===== src/rtl/riscv_ctrl_pkg.sv =====
// Shared RV32I control encodings: opcodes, funct7 qualifiers and the
// per-instruction control bundle carried from D into E.
package riscv_ctrl_pkg;

  localparam logic [6:0] OP_R    = 7'b0110011;
  localparam logic [6:0] OP_LW   = 7'b0000011;
  localparam logic [6:0] OP_I    = 7'b0010011;
  localparam logic [6:0] OP_JALR = 7'b1100111;
  localparam logic [6:0] OP_S    = 7'b0100011;
  localparam logic [6:0] OP_B    = 7'b1100011;
  localparam logic [6:0] OP_J    = 7'b1101111;
  localparam logic [6:0] OP_U    = 7'b0110111;

  localparam logic [6:0] F7_BASE   = 7'b0000000;
  localparam logic [6:0] F7_ALT    = 7'b0100000;
  localparam logic [6:0] F7_MULDIV = 7'b0000001;

  typedef enum logic [3:0] {
    ALU_ADD  = 4'b0000, ALU_SUB  = 4'b0001, ALU_AND  = 4'b0010, ALU_OR   = 4'b0011,
    ALU_XOR  = 4'b0100, ALU_SLT  = 4'b0101, ALU_SLTU = 4'b0110, ALU_SLL  = 4'b0111,
    ALU_SRL  = 4'b1000, ALU_SRA  = 4'b1001, ALU_MUL  = 4'b1010, ALU_MULH = 4'b1011,
    ALU_DIV  = 4'b1100, ALU_DIVU = 4'b1101, ALU_REM  = 4'b1110, ALU_REMU = 4'b1111
  } alu_op_e;

  typedef enum logic [1:0] {
    RES_ALU = 2'b00, RES_MEM = 2'b01, RES_PC4 = 2'b10, RES_IMM = 2'b11
  } result_src_e;

  typedef enum logic [1:0] {
    JMP_NONE = 2'b00, JMP_JAL = 2'b01, JMP_JALR = 2'b10
  } jump_e;

  typedef enum logic [2:0] {
    BR_NONE = 3'b000, BR_BEQ = 3'b001, BR_BNE  = 3'b010, BR_BLT = 3'b011,
    BR_BGE  = 3'b100, BR_BLTU = 3'b101, BR_BGEU = 3'b110
  } branch_e;

  typedef enum logic [2:0] {
    IMM_I = 3'b000, IMM_S = 3'b001, IMM_B = 3'b010, IMM_J = 3'b011, IMM_U = 3'b100
  } imm_src_e;

  typedef struct packed {
    logic        reg_write;
    result_src_e result_src;
    logic        mem_write;
    jump_e       jump;
    branch_e     branch;
    alu_op_e     alu_ctrl;
    logic        alu_src;
    imm_src_e    imm_src;
    logic        lui;
    logic        illegal;
  } ctrl_t;

  localparam ctrl_t CTRL_BUBBLE = '0;

endpackage


===== src/rtl/pipelined_controller_if.sv =====
// D-stage instruction fields and handshake in, registered E-stage control out.
interface pipelined_controller_if #(
  parameter int ALU_CTRL_W = 4
);
  logic [6:0]            op;
  logic [2:0]            funct3;
  logic [6:0]            funct7;
  logic                  ValidD;
  logic                  FlushE;
  logic                  RegWriteE;
  logic [1:0]            ResultSrcE;
  logic                  MemWriteE;
  logic [1:0]            JumpE;
  logic [2:0]            BranchE;
  logic [ALU_CTRL_W-1:0] ALUControlE;
  logic                  ALUSrcE;
  logic [2:0]            ImmSrcE;
  logic                  LUIE;
  logic                  IllegalE;
  logic                  StallReq;
  logic [7:0]            IllegalCount;

  modport master (
    output op, funct3, funct7, ValidD, FlushE,
    input  RegWriteE, ResultSrcE, MemWriteE, JumpE, BranchE, ALUControlE,
           ALUSrcE, ImmSrcE, LUIE, IllegalE, StallReq, IllegalCount
  );

  modport slave (
    input  op, funct3, funct7, ValidD, FlushE,
    output RegWriteE, ResultSrcE, MemWriteE, JumpE, BranchE, ALUControlE,
           ALUSrcE, ImmSrcE, LUIE, IllegalE, StallReq, IllegalCount
  );
endinterface


===== src/rtl/main_decoder.sv =====
// Combinational RV32I (+ optional M subset) decoder producing the D-stage control
// bundle; any illegal encoding collapses to an all-zero bundle with illegal set.
module main_decoder
  import riscv_ctrl_pkg::*;
#(
  parameter int MULDIV_EN = 1
) (
  input  logic [6:0] op_i,
  input  logic [2:0] funct3_i,
  input  logic [6:0] funct7_i,
  output ctrl_t      ctrl_o,
  output logic       muldiv_o
);

  ctrl_t c;
  logic  bad;
  logic  md;

  always_comb begin
    c   = CTRL_BUBBLE;
    bad = 1'b0;
    md  = 1'b0;
    case (op_i)
      OP_R: begin
        c.reg_write = 1'b1;
        case (funct7_i)
          F7_BASE: begin
            case (funct3_i)
              3'b000: c.alu_ctrl = ALU_ADD;
              3'b001: c.alu_ctrl = ALU_SLL;
              3'b010: c.alu_ctrl = ALU_SLT;
              3'b011: c.alu_ctrl = ALU_SLTU;
              3'b100: c.alu_ctrl = ALU_XOR;
              3'b101: c.alu_ctrl = ALU_SRL;
              3'b110: c.alu_ctrl = ALU_OR;
              default: c.alu_ctrl = ALU_AND;
            endcase
          end
          F7_ALT: begin
            case (funct3_i)
              3'b000:  c.alu_ctrl = ALU_SUB;
              3'b101:  c.alu_ctrl = ALU_SRA;
              default: bad = 1'b1;
            endcase
          end
          F7_MULDIV: begin
            // mulhsu/mulhu have no ALU code, so they stay illegal even with M enabled
            if (MULDIV_EN != 0) begin
              md = 1'b1;
              case (funct3_i)
                3'b000:  c.alu_ctrl = ALU_MUL;
                3'b001:  c.alu_ctrl = ALU_MULH;
                3'b100:  c.alu_ctrl = ALU_DIV;
                3'b101:  c.alu_ctrl = ALU_DIVU;
                3'b110:  c.alu_ctrl = ALU_REM;
                3'b111:  c.alu_ctrl = ALU_REMU;
                default: bad = 1'b1;
              endcase
            end else begin
              bad = 1'b1;
            end
          end
          default: bad = 1'b1;
        endcase
      end
      OP_I: begin
        c.reg_write = 1'b1;
        c.alu_src   = 1'b1;
        c.imm_src   = IMM_I;
        case (funct3_i)
          3'b000: c.alu_ctrl = ALU_ADD;
          3'b010: c.alu_ctrl = ALU_SLT;
          3'b011: c.alu_ctrl = ALU_SLTU;
          3'b100: c.alu_ctrl = ALU_XOR;
          3'b110: c.alu_ctrl = ALU_OR;
          3'b111: c.alu_ctrl = ALU_AND;
          3'b001: begin
            c.alu_ctrl = ALU_SLL;
            bad        = (funct7_i != F7_BASE);
          end
          default: begin
            c.alu_ctrl = (funct7_i == F7_ALT) ? ALU_SRA : ALU_SRL;
            bad        = (funct7_i != F7_BASE) && (funct7_i != F7_ALT);
          end
        endcase
      end
      OP_LW: begin
        c.reg_write  = 1'b1;
        c.result_src = RES_MEM;
        c.alu_src    = 1'b1;
        c.imm_src    = IMM_I;
        bad          = (funct3_i != 3'b010);
      end
      OP_S: begin
        c.mem_write = 1'b1;
        c.alu_src   = 1'b1;
        c.imm_src   = IMM_S;
        bad         = (funct3_i != 3'b010);
      end
      OP_B: begin
        c.alu_ctrl = ALU_SUB;
        c.imm_src  = IMM_B;
        case (funct3_i)
          3'b000:  c.branch = BR_BEQ;
          3'b001:  c.branch = BR_BNE;
          3'b100:  c.branch = BR_BLT;
          3'b101:  c.branch = BR_BGE;
          3'b110:  c.branch = BR_BLTU;
          3'b111:  c.branch = BR_BGEU;
          default: bad = 1'b1;
        endcase
      end
      OP_J: begin
        c.reg_write  = 1'b1;
        c.jump       = JMP_JAL;
        c.result_src = RES_PC4;
        c.imm_src    = IMM_J;
      end
      OP_JALR: begin
        c.reg_write  = 1'b1;
        c.jump       = JMP_JALR;
        c.result_src = RES_PC4;
        c.alu_src    = 1'b1;
        c.imm_src    = IMM_I;
        bad          = (funct3_i != 3'b000);
      end
      OP_U: begin
        c.reg_write  = 1'b1;
        c.result_src = RES_IMM;
        c.imm_src    = IMM_U;
        c.lui        = 1'b1;
      end
      default: bad = 1'b1;
    endcase
    if (bad) begin
      c         = CTRL_BUBBLE;
      c.illegal = 1'b1;
      md        = 1'b0;
    end
  end

  assign ctrl_o   = c;
  assign muldiv_o = md;

endmodule


===== src/rtl/pipelined_controller.sv =====
// Decode-stage controller with the D->E control register, mul/div occupancy FSM
// and a saturating illegal-instruction counter.
module pipelined_controller
  import riscv_ctrl_pkg::*;
#(
  parameter int ALU_CTRL_W = 4,
  parameter int MULDIV_EN  = 1,
  parameter int MULDIV_LAT = 4
) (
  input  logic                  clk,
  input  logic                  rst_n,
  pipelined_controller_if.slave bus
);

  typedef enum logic [0:0] {S_IDLE = 1'b0, S_BUSY = 1'b1} md_state_e;

  // BUSY lasts until cnt hits LAT-2, giving LAT-1 stall cycles after the load
  localparam logic [3:0] CNT_LAST = 4'(MULDIV_LAT - 2);

  ctrl_t     ctrl_d;
  logic      muldiv_d;
  ctrl_t     e_q;
  md_state_e state_q;
  logic [3:0] cnt_q;
  logic [7:0] ill_cnt_q;

  main_decoder #(
    .MULDIV_EN (MULDIV_EN)
  ) u_dec (
    .op_i     (bus.op),
    .funct3_i (bus.funct3),
    .funct7_i (bus.funct7),
    .ctrl_o   (ctrl_d),
    .muldiv_o (muldiv_d)
  );

  always_ff @(posedge clk or negedge rst_n) begin
    if (!rst_n) begin
      e_q       <= CTRL_BUBBLE;
      state_q   <= S_IDLE;
      cnt_q     <= '0;
      ill_cnt_q <= '0;
    end else if (bus.FlushE) begin
      e_q     <= CTRL_BUBBLE;
      state_q <= S_IDLE;
      cnt_q   <= '0;
    end else if (state_q == S_BUSY) begin
      if (cnt_q == CNT_LAST) begin
        state_q <= S_IDLE;
      end else begin
        cnt_q <= cnt_q + 4'd1;
      end
    end else if (!bus.ValidD) begin
      e_q <= CTRL_BUBBLE;
    end else begin
      e_q <= ctrl_d;
      if (ctrl_d.illegal && (ill_cnt_q != 8'hFF)) begin
        ill_cnt_q <= ill_cnt_q + 8'd1;
      end
      if (muldiv_d && (MULDIV_LAT > 1)) begin
        state_q <= S_BUSY;
        cnt_q   <= '0;
      end
    end
  end

  assign bus.RegWriteE    = e_q.reg_write;
  assign bus.ResultSrcE   = e_q.result_src;
  assign bus.MemWriteE    = e_q.mem_write;
  assign bus.JumpE        = e_q.jump;
  assign bus.BranchE      = e_q.branch;
  assign bus.ALUControlE  = ALU_CTRL_W'(e_q.alu_ctrl);
  assign bus.ALUSrcE      = e_q.alu_src;
  assign bus.ImmSrcE      = e_q.imm_src;
  assign bus.LUIE         = e_q.lui;
  assign bus.IllegalE     = e_q.illegal;
  assign bus.StallReq     = (state_q == S_BUSY);
  assign bus.IllegalCount = ill_cnt_q;

endmodule


===== src/flat_wrapper.sv =====
// flat-port wrapper written by rule: the top's interface ports become plain ports
module pipelined_controller_flat import riscv_ctrl_pkg::*;
#(
  parameter int ALU_CTRL_W = 4,
  parameter int MULDIV_EN  = 1,
  parameter int MULDIV_LAT = 4
)
  (clk, rst_n, bus_op, bus_funct3, bus_funct7, bus_ValidD, bus_FlushE, bus_RegWriteE, bus_ResultSrcE, bus_MemWriteE, bus_JumpE, bus_BranchE, bus_ALUControlE, bus_ALUSrcE, bus_ImmSrcE, bus_LUIE, bus_IllegalE, bus_StallReq, bus_IllegalCount);
  pipelined_controller_if #(.ALU_CTRL_W(ALU_CTRL_W)) bus_i ();
  input  logic clk;
  input  logic rst_n;
  input wire logic [$bits(bus_i.op)-1:0] bus_op;
  input wire logic [$bits(bus_i.funct3)-1:0] bus_funct3;
  input wire logic [$bits(bus_i.funct7)-1:0] bus_funct7;
  input wire logic [$bits(bus_i.ValidD)-1:0] bus_ValidD;
  input wire logic [$bits(bus_i.FlushE)-1:0] bus_FlushE;
  output wire logic [$bits(bus_i.RegWriteE)-1:0] bus_RegWriteE;
  output wire logic [$bits(bus_i.ResultSrcE)-1:0] bus_ResultSrcE;
  output wire logic [$bits(bus_i.MemWriteE)-1:0] bus_MemWriteE;
  output wire logic [$bits(bus_i.JumpE)-1:0] bus_JumpE;
  output wire logic [$bits(bus_i.BranchE)-1:0] bus_BranchE;
  output wire logic [$bits(bus_i.ALUControlE)-1:0] bus_ALUControlE;
  output wire logic [$bits(bus_i.ALUSrcE)-1:0] bus_ALUSrcE;
  output wire logic [$bits(bus_i.ImmSrcE)-1:0] bus_ImmSrcE;
  output wire logic [$bits(bus_i.LUIE)-1:0] bus_LUIE;
  output wire logic [$bits(bus_i.IllegalE)-1:0] bus_IllegalE;
  output wire logic [$bits(bus_i.StallReq)-1:0] bus_StallReq;
  output wire logic [$bits(bus_i.IllegalCount)-1:0] bus_IllegalCount;
  assign bus_i.op = bus_op;
  assign bus_i.funct3 = bus_funct3;
  assign bus_i.funct7 = bus_funct7;
  assign bus_i.ValidD = bus_ValidD;
  assign bus_i.FlushE = bus_FlushE;
  assign bus_RegWriteE = bus_i.RegWriteE;
  assign bus_ResultSrcE = bus_i.ResultSrcE;
  assign bus_MemWriteE = bus_i.MemWriteE;
  assign bus_JumpE = bus_i.JumpE;
  assign bus_BranchE = bus_i.BranchE;
  assign bus_ALUControlE = bus_i.ALUControlE;
  assign bus_ALUSrcE = bus_i.ALUSrcE;
  assign bus_ImmSrcE = bus_i.ImmSrcE;
  assign bus_LUIE = bus_i.LUIE;
  assign bus_IllegalE = bus_i.IllegalE;
  assign bus_StallReq = bus_i.StallReq;
  assign bus_IllegalCount = bus_i.IllegalCount;
  pipelined_controller #(.ALU_CTRL_W(ALU_CTRL_W), .MULDIV_EN(MULDIV_EN), .MULDIV_LAT(MULDIV_LAT)) u_core (.clk(clk), .rst_n(rst_n), .bus(bus_i));
endmodule

===== config.mk =====
export PLATFORM = sky130hd
export DESIGN_NAME = pipelined_controller_flat
export DESIGN_NICKNAME = d
export VERILOG_FILES = /design/src/rtl/riscv_ctrl_pkg.sv /design/src/rtl/pipelined_controller_if.sv /design/src/rtl/main_decoder.sv /design/src/rtl/pipelined_controller.sv /design/src/flat_wrapper.sv
export SDC_FILE = /design/constraint.sdc
export NUM_CORES = 1
export LEC_CHECK = 0
export ABC_AREA = 0
export BUFFER_PORTS_ARGS = -buffer_cell sky130_fd_sc_hd__buf_2
export CORE_MARGIN = 3
export CORE_UTILIZATION = 57
export DETAILED_ROUTE_END_ITERATION = 10
export MAX_ROUTING_LAYER = met4
export PLACE_DENSITY_LB_ADDON = 0.3
export SLEW_MARGIN = 25
export SYNTH_ARGS = -nofsm -noshare
export SYNTH_HDL_FRONTEND = slang
export SYNTH_SLANG_ARGS = --single-unit

===== constraint.sdc =====
create_clock -name clk -period 2.75 [get_ports clk]
set_clock_uncertainty 0.2 [all_clocks]
set_input_delay 0 -clock clk [delete_from_list [all_inputs] [get_ports clk]]
set_output_delay 0 -clock clk [all_outputs]
set_load 0.01 [all_outputs]

==> key figures, run 1 <==
Floorplan
  • Die Area: 4196 um2
  • Core area: 3178 um2
  • Die height: 64.78 um
  • Starting density of the core: 61.97%
  • Die Wd: 64.78 um
  • I/O pin cnt: 49
  • Num rows: 20

Critical path
  • Crit start category: input port
  • Critical path endpoint category: flip-flop
  • Cell depth of the worst setup path: 9
  • Req. time, crit path: 2.78 ns
  • Slowest Stage Delay on Critical Path: 0.58 ns
  • Worst Reg-to-Reg Cells: 5
  • CP Class: input port to flip-flop
  • Buffers & Inverters on Critical Path: 4
  • Critical-path cell list: dlygate4sd3_1 > buf_2 > nor3_4 > dlygate4sd3_1 > nand2_1 > or2_2 > o21ai_0 > a21oi_1 > dlygate4sd3_1
  • CP most frequent cell: dlygate4sd3_1
  • Top delay family on crit path: buffers and inverters
  • Crit path max-delay cell type: dlygate4sd3_1
  • CP Data Arrival Time: 2.69 ns
  • CP max FO: 7

Synthesis
  • Post-synth EDFFs: 0
  • Synthesized area: 1969 um2
  • Top post-synthesis cells by area: dfrtp_1 39%, o21ai_0 4.8%, a22o_1 4.0%, nand2_1 4.0%, buf_6 3.4%
  • Most common flop cell mapped by yosys: dfrtp_1
  • Post-synth ARST share: 100.0%
  • Simple-Gate Fraction of Synth Area: 24.78%
  • Synth Net Count: 238
  • #FFs+latches synth: 31
  • Combinational family with the most area after synthesis: simple AND/OR/NAND/NOR gates
  • Seq/Total Area, Yosys: 39.39%
  • Synth top cells by count: 31 x dfrtp_1, 21 x nand2_1, 19 x o21ai_0, 15 x nor2_1, 9 x a22o_1
  • Synth Warn #: 0
  • Synthesized area per cell: 9.203 um2
  • Xor/xnor share of the synthesized area: 3.558%
  • Synth area leader: dfrtp_1
  • Post-synthesis mux area share: 1.271%
  • Post-Synth Adder-Cell Area: 1.906%
  • Post-synthesis compound-gate area fraction: 22.43%
  • Most common cell in the netlist: dfrtp_1
  • Share of the synthesized area in the top cell type: 39.39%
  • Post-synthesis cell count: 214
  • Library cells used by synthesis: 55

Placed design
  • Post-place instance area: 2167 um2
  • # port buffers: 48
  • Dpl ws: 0.4955 ns
  • Gpl congestion: 0.8840
  • HPWL Detailed: 3279 um

Power
  • Pwr Total: 1.053 mW
  • Worst VDD drop: 0.1959 mV
  • Leak pwr: 1.145 nW
  • PwrDens: 441.8 nW/um2

Route
  • Vias/cell: 5.841
  • Residual DRC: 0
  • Vias after detailed routing: 1840
  • Avg WL per Cell: 14.91 um
  • Pre-Repair DR Iteration Count: 4
  • Remaining antenna violation count after routing: 0
  • Detailed Route Iter0 Violations: 96
  • Routed Wire Length: 4698 um

Outcome
  • Status: finished clean

STA
  • Least-Margin Pin Slew: 0.6896 ns
  • WHS: 0.03434 ns
  • Slew Limit Fails: 0
  • Final Hold Vio Count: 0
  • Endpoints failing setup: 0
  • Period utilization: 96.71%
  • Slew headroom: 54.03%
  • Tmin final: 2.659 ns
  • Fin worst setup slack: 0.09050 ns
  • Setup TNS: 0 ns
  • Fmax: 376.0 MHz

Global route
  • Gr ovfl total: 0
  • First-pass GRT wire length: 7762 um
  • Vias in the first global route: 1735
  • GRT Total Usage: 24.37%
  • Largest net degree at the start of global routing: 32
  • Initial antenna violation count: 0

Clocking
  • Root Buffer: clkbuf_4
  • Clock Latency Late Sink: 0.33 ns
  • H-tree depth: 2
  • Sink Count: 31
  • CTS buffer count: 5
  • Clock Path Buffers: 2
  • Worst-path clk slew: 0.10 ns
  • CTS tree: done

Finish
  • Ant diodes: 0
  • Fillers: 273
  • NumNets Final: 295
  • Area Overhead vs Synth: 21.03%
  • Finished Cell Area: 2384 um2
  • Layout cells sized above 1: 25.83%

Flow run
  • Max-Cap Viols: 0

Min path
  • Hold Path Class: input port to asynchronous set/reset pin
[cells in the final DEF, fill, tap and decap left out, types with 2 or more instances in the layout]
cell	synthesis	routed
a21oi_1	7	7
buf_2	3	48
nand3_1	8	8
buf_4	2	3
and3b_1	2	2
and3_1	7	7
o31ai_1	4	4
a2111oi_0	2	2
a41oi_1	2	2
xnor2_1	5	5
ha_1	3	3
a22o_1	9	9
o21ai_0	19	19
nor3_1	4	4
o211ai_1	3	3
nand4_1	3	3
clkbuf_4	0	5
nor2_1	15	14
or3_2	2	2
dlygate4sd3_1	0	14
nand2_1	21	20
inv_1	5	5
xor2_1	3	3
a32o_1	3	3
dfrtp_1	31	31
and2_1	2	2
a31oi_1	3	3
nor2b_1	5	5
nand2b_1	5	5
[worst paths after layout]
path                                                  from                         end  slack [ns]
worst max-delay path                         bus_funct7[2]             u_core.cnt_q[3]        0.09
worst min register to register  u_core.bus.IllegalCount[4]  u_core.bus.IllegalCount[4]        0.29
min in group clk                                 bus_op[0]        u_core.bus.RegWriteE        0.03
max in group asynchronous                            rst_n    u_core.bus.ResultSrcE[0]        1.87
worst max register to register         u_core.bus.StallReq        u_core.bus.MemWriteE        0.64
worst min-delay path                                 rst_n   u_core.bus.ALUControlE[2]        0.03
[sequential cells by signal (all words and copies together), names as in the netlist]
register / cells
u_core.bus.MemWriteE: 1
u_core.bus.JumpE: 2
u_core.bus.RegWriteE: 1
u_core.bus.ResultSrcE: 2
u_core.cnt_q: 4
u_core.bus.IllegalCount: 8
u_core.bus.ALUControlE: 4
u_core.bus.ALUSrcE: 1
u_core.bus.IllegalE: 1
u_core.bus.ImmSrcE: 2
u_core.bus.StallReq: 1
u_core.bus.LUIE: 1
u_core.bus.BranchE: 3
[final cells by class]
type                       instances  area, um2  share of cell area [%]
clock buffer                       6      51.30                   2.152
clock inverter                     1      5.005                  0.2100
inverter                           5      18.77                  0.7874
multi-input combinational        163       1075                   45.09
sequential                        31      775.7                   32.55
tap                               44      55.05                   2.310
timing repair buffer              65      402.9                   16.90
[what timing repair did]
item,4_1_cts,5_1_grt
gates resized for setup,0,3
endpoints found under the setup margin,0,1
buffers inserted,0,1
hold buffers,14,0
hold endpoints to repair,53,0
[report_power, final]
group	internal (mW)	switching [mW]	leakage, nW	total (mW)
Combinational	0.116	0.121	0.689	0.237
Clock	0.118	0.155	0.0341	0.274
Sequential	0.496	0.0459	0.423	0.542
[cells by family after synthesis]
| logic type | Yosys count |
|---|---|
| xor gates and xnor gates | 8 |
| adders and majority gates | 3 |
| buffers and inverters | 20 |
| AOI/OAI and AO/OA | 63 |
| and+or+nand+nor | 87 |
| muxes | 2 |
| DFF | 31 |
[stage by stage]
| step | util (%) | instances |
|---|---|---|
| final | 75.00 | 315 |
| after CTS | 74.37 | 314 |
| after detailed placement | 68.19 | 293 |
| after global routing | 75.00 | 315 |
| after floorplan | - | 214 |
| after global placement | 68.19 | 293 |
[metal layers]
metal	share of wire (%)	wire length (um)	GRT usage [%]	vias to the layer above
li1	-	-	-	902
met1	45	2126	30.70	872
met2	48	2276	38.83	57
met3	4.5	213	5.199	9
met4	1.7	81	8.707	0
met5	0	0	-	-
(Power assumes the default switching activity.)
==> run 2, diff against run 1 <==
--- a/config.mk
+++ b/config.mk
@@ -5,7 +5,7 @@
 export SDC_FILE = /design/constraint.sdc
 export NUM_CORES = 1
 export LEC_CHECK = 0
-export ABC_AREA = 0
+export ABC_AREA = 1
 export BUFFER_PORTS_ARGS = -buffer_cell sky130_fd_sc_hd__buf_2
 export CORE_MARGIN = 3
 export CORE_UTILIZATION = 57
==> key figures, run 2 <==
Route
  • Detailed Route Iter0 Violations: 166 (+73%)
  • Remaining antenna violation count after routing: 0 (unchanged)
  • Avg WL per Cell: 13.54 um (-9.2%)
  • Routed Wire Length: 5390 um (+15%)
  • Residual DRC: 0 (unchanged)
  • Pre-Repair DR Iteration Count: 4 (unchanged)
  • Vias/cell: 5.528 (-5.4%)
  • Vias after detailed routing: 2200 (+20%)

Synthesis
  • Seq/Total Area, Yosys: 38.68% (-0.71 points)
  • Post-synth ARST share: 100.0% (unchanged)
  • Top post-synthesis cells by area: dfrtp_1 39%, nand2_1 16%, nand3_1 6.7%, nor2_1 4.5%, inv_1 4.3%
  • Synthesized area per cell: 7.241 um2 (-21%)
  • Synth top cells by count: 87 x nand2_1, 31 x dfrtp_1, 27 x nand3_1, 24 x nor2_1, 23 x inv_1
  • Synth area leader: dfrtp_1
  • Post-synth EDFFs: 0 (unchanged)
  • Synthesized area: 2006 um2 (+1.8%)
  • Synth Warn #: 0 (unchanged)
  • Library cells used by synthesis: 31 (-44%)
  • Synth Net Count: 301 (+26%)
  • Share of the synthesized area in the top cell type: 38.68% (-0.71 points)
  • Post-synthesis cell count: 277 (+29%)
  • Most common cell in the netlist: nand2_1
  • #FFs+latches synth: 31 (unchanged)
  • Most common flop cell mapped by yosys: dfrtp_1

Global route
  • Gr ovfl total: 0 (unchanged)
  • GRT Total Usage: 28.25% (+3.9 points)
  • Vias in the first global route: 2075 (+20%)
  • Initial antenna violation count: 0 (unchanged)
  • Largest net degree at the start of global routing: 32 (unchanged)
  • First-pass GRT wire length: 9170 um (+18%)

Clocking
  • Clock Path Buffers: 2 (unchanged)
  • H-tree depth: 2 (unchanged)
  • Worst-path clk slew: 0.11 ns (about the same)
  • Root Buffer: clkbuf_4
  • CTS tree: done
  • Clock Latency Late Sink: 0.34 ns (about the same)
  • Post-CTS setup buffer count: 0 (unchanged)
  • Sink Count: 31 (unchanged)
  • CTS buffer count: 5 (unchanged)

STA
  • Fmax: 378.6 MHz (+0.68%)
  • Final Hold Vio Count: 0 (unchanged)
  • Slew headroom: 54.57% (+0.55 points)
  • Tmin final: 2.641 ns (-0.01805 ns)
  • Setup TNS: 0 ns (unchanged)
  • Slew Limit Fails: 0 (unchanged)
  • Endpoints failing setup: 0 (unchanged)
  • Fin worst setup slack: 0.1086 ns (+0.01805 ns)
  • Period utilization: 96.05% (-0.66 points)
  • Least-Margin Pin Slew: 0.6814 ns (-0.008176 ns)
  • RSZ-0062 raised after global routing: false

Floorplan
  • Die Area: 4267 um2 (+1.7%)
  • Core area: 3203 um2 (+0.79%)
  • I/O pin cnt: 49 (unchanged)
  • Die Wd: 65.32 um (+0.83%)
  • Die height: 65.32 um (+0.83%)
  • Starting density of the core: 62.62% (+0.65 points)
  • Num rows: 20 (unchanged)

Critical path
  • Crit start category: input port
  • CP startpoint: bus_op[3]
  • Worst Reg-to-Reg Cells: 7 (+2)
  • Crit path to: u_core.bus.ImmSrcE[0]
  • CP Data Arrival Time: 2.72 ns (+0.03 ns)
  • Req. time, crit path: 2.83 ns (+0.05 ns)
  • Critical path endpoint category: flip-flop
  • Reg-to-reg slack, setup: 0.20 ns (-0.44 ns)
  • CP max FO: 3 (-4)
  • CP Class: input port to flip-flop
  • R2R Path Start: u_core.bus.StallReq
  • Reg-to-Reg End: u_core.bus.BranchE[0]

Finish
  • Most frequent cells in the layout: 87 x nand2_1, 48 x buf_2, 31 x dfrtp_1
  • Max reg flops: 8 (unchanged)
  • Fin cells: 398 (+26%)
  • Layout cells sized above 1: 24.58% (-1.3 points)
  • Area Overhead vs Synth: 29.20%
  • NumNets Final: 377 (+28%)
  • Fillers: 235 (-14%)
  • Most common cell after layout, fill and taps aside: nand2_1
  • Ant diodes: 0 (unchanged)

Min path
  • Hold Path Class: input port to asynchronous set/reset pin

Power
  • Worst VDD drop: 0.3456 mV (+76%)
  • Leak pwr: 1.409 nW (+23%)
  • PwrDens: 392.9 nW/um2 (-11%)

Placed design
  • # port buffers: 48 (unchanged)
  • HPWL Detailed: 3502 um (+6.8%)
  • Dpl ws: 0.7262 ns (+0.2308 ns)
  • Placed Cells incl. Taps: 365 (+25%)
  • Gpl congestion: 0.8875 (+0.40%)

Flow run
  • Max-Cap Viols: 0 (unchanged)

Outcome
  • Status: finished clean
## run 2: cell type report
class                   instances  area, um2  area share, %
clock buffers                   7      45.04          1.738
clock inverters                 1      5.005         0.1931
inverters                      31      116.4          4.491
multi-input cells             210       1096          42.30
flip-flops and latches         31      775.7          29.94
well taps                      44      55.05          2.125
repair buffers                 74      498.0          19.22
## run 2: per-stage QoR
step	cell area, um2	utilization, %	power [mW]	hold WS [ns]
after floorplan	2006	-	0.6537	-0.4956
after global placement	2285	71.33	0.7341	-0.1362
after detailed placement	2285	71.33	0.7456	-0.1320
after CTS	2585	80.70	1.005	0.0004286
after global routing	2591	80.90	1.078	0.07812
final	2591	80.90	1.018	0.01436
## run 2: layer usage
layer | wire length [um] | GRT usage [%] | up-vias
met2 | 2642 | 47.53 | 114
met5 | 0 | - | -
li1 | - | - | 1050
met3 | 466 | 6.838 | 12
met1 | 2191 | 33.48 | 1024
met4 | 90 | 8.808 | 0
## run 2: power by group
group / switching [mW] / total (mW) / internal (mW)
Combinational: 0.137 / 0.231 / 0.0941
Clock: 0.159 / 0.258 / 0.0995
Sequential: 0.0436 / 0.529 / 0.486
Total: 0.339 / 1.02 / 0.679
## run 2: worst min path at each step
stage                                 to  slack (ns)  cells past startpoint
2_1_floorplan  u_core.bus.ALUControlE[0]       -0.50                      0
3_3_place_gp       u_core.bus.BranchE[1]       -0.14                      1
3_5_place_dp       u_core.bus.BranchE[1]       -0.13                      1
4_1_cts              u_core.bus.JumpE[1]      0.0004                      7
5_1_grt        u_core.bus.ALUControlE[2]        0.08                      2
6_report           u_core.bus.BranchE[1]        0.01                      2
## run 2: worst max-delay path: stages
cell	delay (ns)
dlygate4sd3_1	0.52
buf_2	0.12
nand3_1	0.07
dlygate4sd3_1	0.57
nor2_2	0.15
dlygate4sd3_1	0.57
nand2_1	0.08
nand3_1	0.11
dlygate4sd3_1	0.54
## run 2: cell families after synthesis
| family | share of synthesized area, % |
|---|---|
| AO/OA/AOI/OAI | 6.114 |
| adder cells (fa/ha/maj) | 1.872 |
| flip-flops | 38.68 |
| AND/OR/NAND/NOR | 42.86 |
| XOR/XNOR | 3.494 |
| buffers and inverters | 6.987 |
## run 2: what timing repair did
item / in CTS / in global routing
endpoints found under the hold margin: 51 / 0
endpoints found under the setup margin: 0 / 1
hold buffers: 25 / 0
resized for setup: 0 / 1
==> run 3, diff against run 2 <==
--- a/config.mk
+++ b/config.mk
@@ -7,6 +7,7 @@
 export LEC_CHECK = 0
 export ABC_AREA = 1
 export BUFFER_PORTS_ARGS = -buffer_cell sky130_fd_sc_hd__buf_2
+export CORE_ASPECT_RATIO = 0.75
 export CORE_MARGIN = 3
 export CORE_UTILIZATION = 57
 export DETAILED_ROUTE_END_ITERATION = 10
==> key figures, run 3 (same netlist as run 2, synthesis figures left out) <==
Critical path
  • CP Class: input port to flip-flop
  • CP startpoint: bus_op[2]
  • Critical path endpoint category: flip-flop
  • Top delay family on crit path: buffers and inverters
  • Critical-path cell list: dlygate4sd3_1 > buf_2 > nor2_1 > nand2_2 > nor4_1 > dlygate4sd3_1 > nor2_1 > o21ai_1
  • Buffers & Inverters on Critical Path: 3 (-2)
  • Crit path max-delay cell type: dlygate4sd3_1
  • Req. time, crit path: 2.75 ns (-0.08 ns)
  • Crit start category: input port
  • CP max FO: 7 (+4)
  • CP Data Arrival Time: 2.08 ns (-0.64 ns)
  • Slowest Stage Delay on Critical Path: 0.62 ns (+0.05 ns)
  • R2R Path Start: u_core.bus.IllegalCount[1]

Power
  • Worst VDD drop: 0.4334 mV (+25%)
  • PwrDens: 437.7 nW/um2 (+11%)
  • Leak pwr: 1.352 nW (-4.1%)

STA
  • Least-Margin Pin Slew: 0.6660 ns (-0.01539 ns)
  • Setup TNS: 0 ns (unchanged)
  • RSZ-0062 raised after global routing: false
  • Slew Limit Fails: 0 (unchanged)
  • Slew headroom: 55.60% (+1.0 points)
  • Tmin final: 2.080 ns (-0.5615 ns)
  • Final Hold Vio Count: 0 (unchanged)
  • Period utilization: 75.64% (-20 points)
  • Fin worst setup slack: 0.6700 ns (+0.5615 ns)
  • Endpoints failing setup: 0 (unchanged)
  • Fmax: 480.8 MHz (+27%)

Floorplan
  • I/O pin cnt: 49 (unchanged)
  • Num rows: 17 (-15%)
  • Die height: 57.37 um (-12%)
  • Core area: 3148 um2 (-1.7%)
  • Die Wd: 74.50 um (+14%)
  • Die Area: 4274 um2 (+0.17%)
  • Starting density of the core: 63.71% (+1.1 points)

Clocking
  • Clock Path Buffers: 2 (unchanged)
  • Sink Count: 31 (unchanged)
  • Post-CTS setup buffer count: 0 (unchanged)
  • Clock Latency Late Sink: 0.28 ns (-0.06 ns)
  • H-tree depth: 2 (unchanged)
  • Worst-path clk slew: 0.06 ns (-0.05 ns)
  • Root Buffer: clkbuf_8
  • CTS tree: done
  • CTS buffer count: 5 (unchanged)

Outcome
  • Status: finished clean

Finish
  • Fin cells: 377 (-5.3%)
  • Most frequent cells in the layout: 87 x nand2_1, 48 x buf_2, 31 x dfrtp_1
  • Util after Layout: 78.10% (-2.8 points)
  • Most common cell after layout, fill and taps aside: nand2_1
  • Layout cells sized above 1: 25.37% (+0.79 points)
  • Ant diodes: 0 (unchanged)
  • Max reg flops: 8 (unchanged)
  • Area Overhead vs Synth: 22.58%
  • Finished Cell Area: 2459 um2 (-5.1%)
  • NumNets Final: 362 (-4.0%)

Flow run
  • Max-Cap Viols: 0 (unchanged)

Placed design
  • # port buffers: 48 (unchanged)
  • Gpl congestion: 0.9613 (+8.3%)
  • Dpl ws: 0.7716 ns (+0.04531 ns)
  • HPWL Detailed: 3438 um (-1.8%)
  • Placed Cells incl. Taps: 359 (-1.6%)
  • Post-place instance area: 2277 um2 (-0.33%)

Route
  • Residual DRC: 0 (unchanged)
  • Pre-Repair DR Iteration Count: 4 (unchanged)
  • Detailed Route Iter0 Violations: 149 (-10%)
  • Avg WL per Cell: 12.51 um (-7.7%)
  • Vias/cell: 5.297 (-4.2%)
  • Remaining antenna violation count after routing: 0 (unchanged)
  • Routed Wire Length: 4715 um (-13%)
  • Vias after detailed routing: 1997 (-9.2%)

Global route
  • Initial antenna violation count: 0 (unchanged)
  • Largest net degree at the start of global routing: 32 (unchanged)
  • Gr ovfl total: 0 (unchanged)
  • Vias in the first global route: 1844 (-11%)
  • GRT Total Usage: 24.51% (-3.7 points)
  • First-pass GRT wire length: 7983 um (-13%)

Min path
  • Min-Delay Startpoint: bus_op[5]
  • Hold Path Class: input port to flip-flop
==> run 3: cell types whose count changed in the layout (fill, tap and decap cells not counted) <==
cell,before,now
clkbuf_8,0,5
dlygate4sd3_1,25,10
clkbuf_4,5,0
nor4_2,1,0
nor4_1,2,3
==> run 3: layer usage <==
| metal | up-vias | wire, um | global-route usage [%] |
|---|---|---|---|
| met5 | - | 0 | - |
| met4 | 0 | 41 | 7.868 |
| met3 | 5 | 272 | 6.162 |
| met2 | 65 | 2119 | 34.92 |
| met1 | 901 | 2283 | 34.03 |
| li1 | 1026 | - | - |
==> run 3: tightest hold or removal path: stages <==
cell and delay [ns]:
buf_2 0.14, nand3_1 0.09, nor2_1 0.06, nand3_1 0.10, nand2_1 0.06
==> run 3: repair_timing <==
action                                 in CTS  in global routing
hold buffers                               10                  0
gates resized for setup                     0                  0
endpoints found under the hold margin      39                  0
==> run 3: area by class of cell <==
cell class                 instances  area (um2)
fill                             224       689.4
inverter                          31       116.4
sequential                        31       775.7
timing repair buffer              59       347.8
clock buffer                       7       76.32
clock inverter                     1       5.005
tap                               38       47.55
multi-input combinational        210        1090
==> run 3: power breakdown <==
| part | switching, mW | internal (mW) | leakage, nW |
|---|---|---|---|
| clock | 0.158 | 0.177 | 0.0422 |
| combinational | 0.130 | 0.0864 | 0.885 |
| sequential | 0.0380 | 0.487 | 0.425 |
==> run 3: worst paths after layout <==
check,end,slack (ns),depth (start not counted)
worst max-delay path,u_core.bus.ResultSrcE[0],0.67,8
worst min-delay path,u_core.bus.MemWriteE,0.003,5
worst max register to register,u_core.bus.IllegalCount[3],0.73,7
min in group asynchronous,u_core.bus.BranchE[1],0.10,2
max in group asynchronous,u_core.bus.ResultSrcE[0],1.82,2
worst min register to register,u_core.bus.ALUControlE[1],0.27,2
==> run 3: stage by stage <==
step | hold WS (ns) | power [mW]
finish | 0.003222 | 1.076
global route | 0.04182 | 1.145
CTS | 0.002617 | 1.081
detailed placement | -0.1265 | 0.7368
global placement | -0.1345 | 0.7340
floorplan | -0.4956 | 0.6537
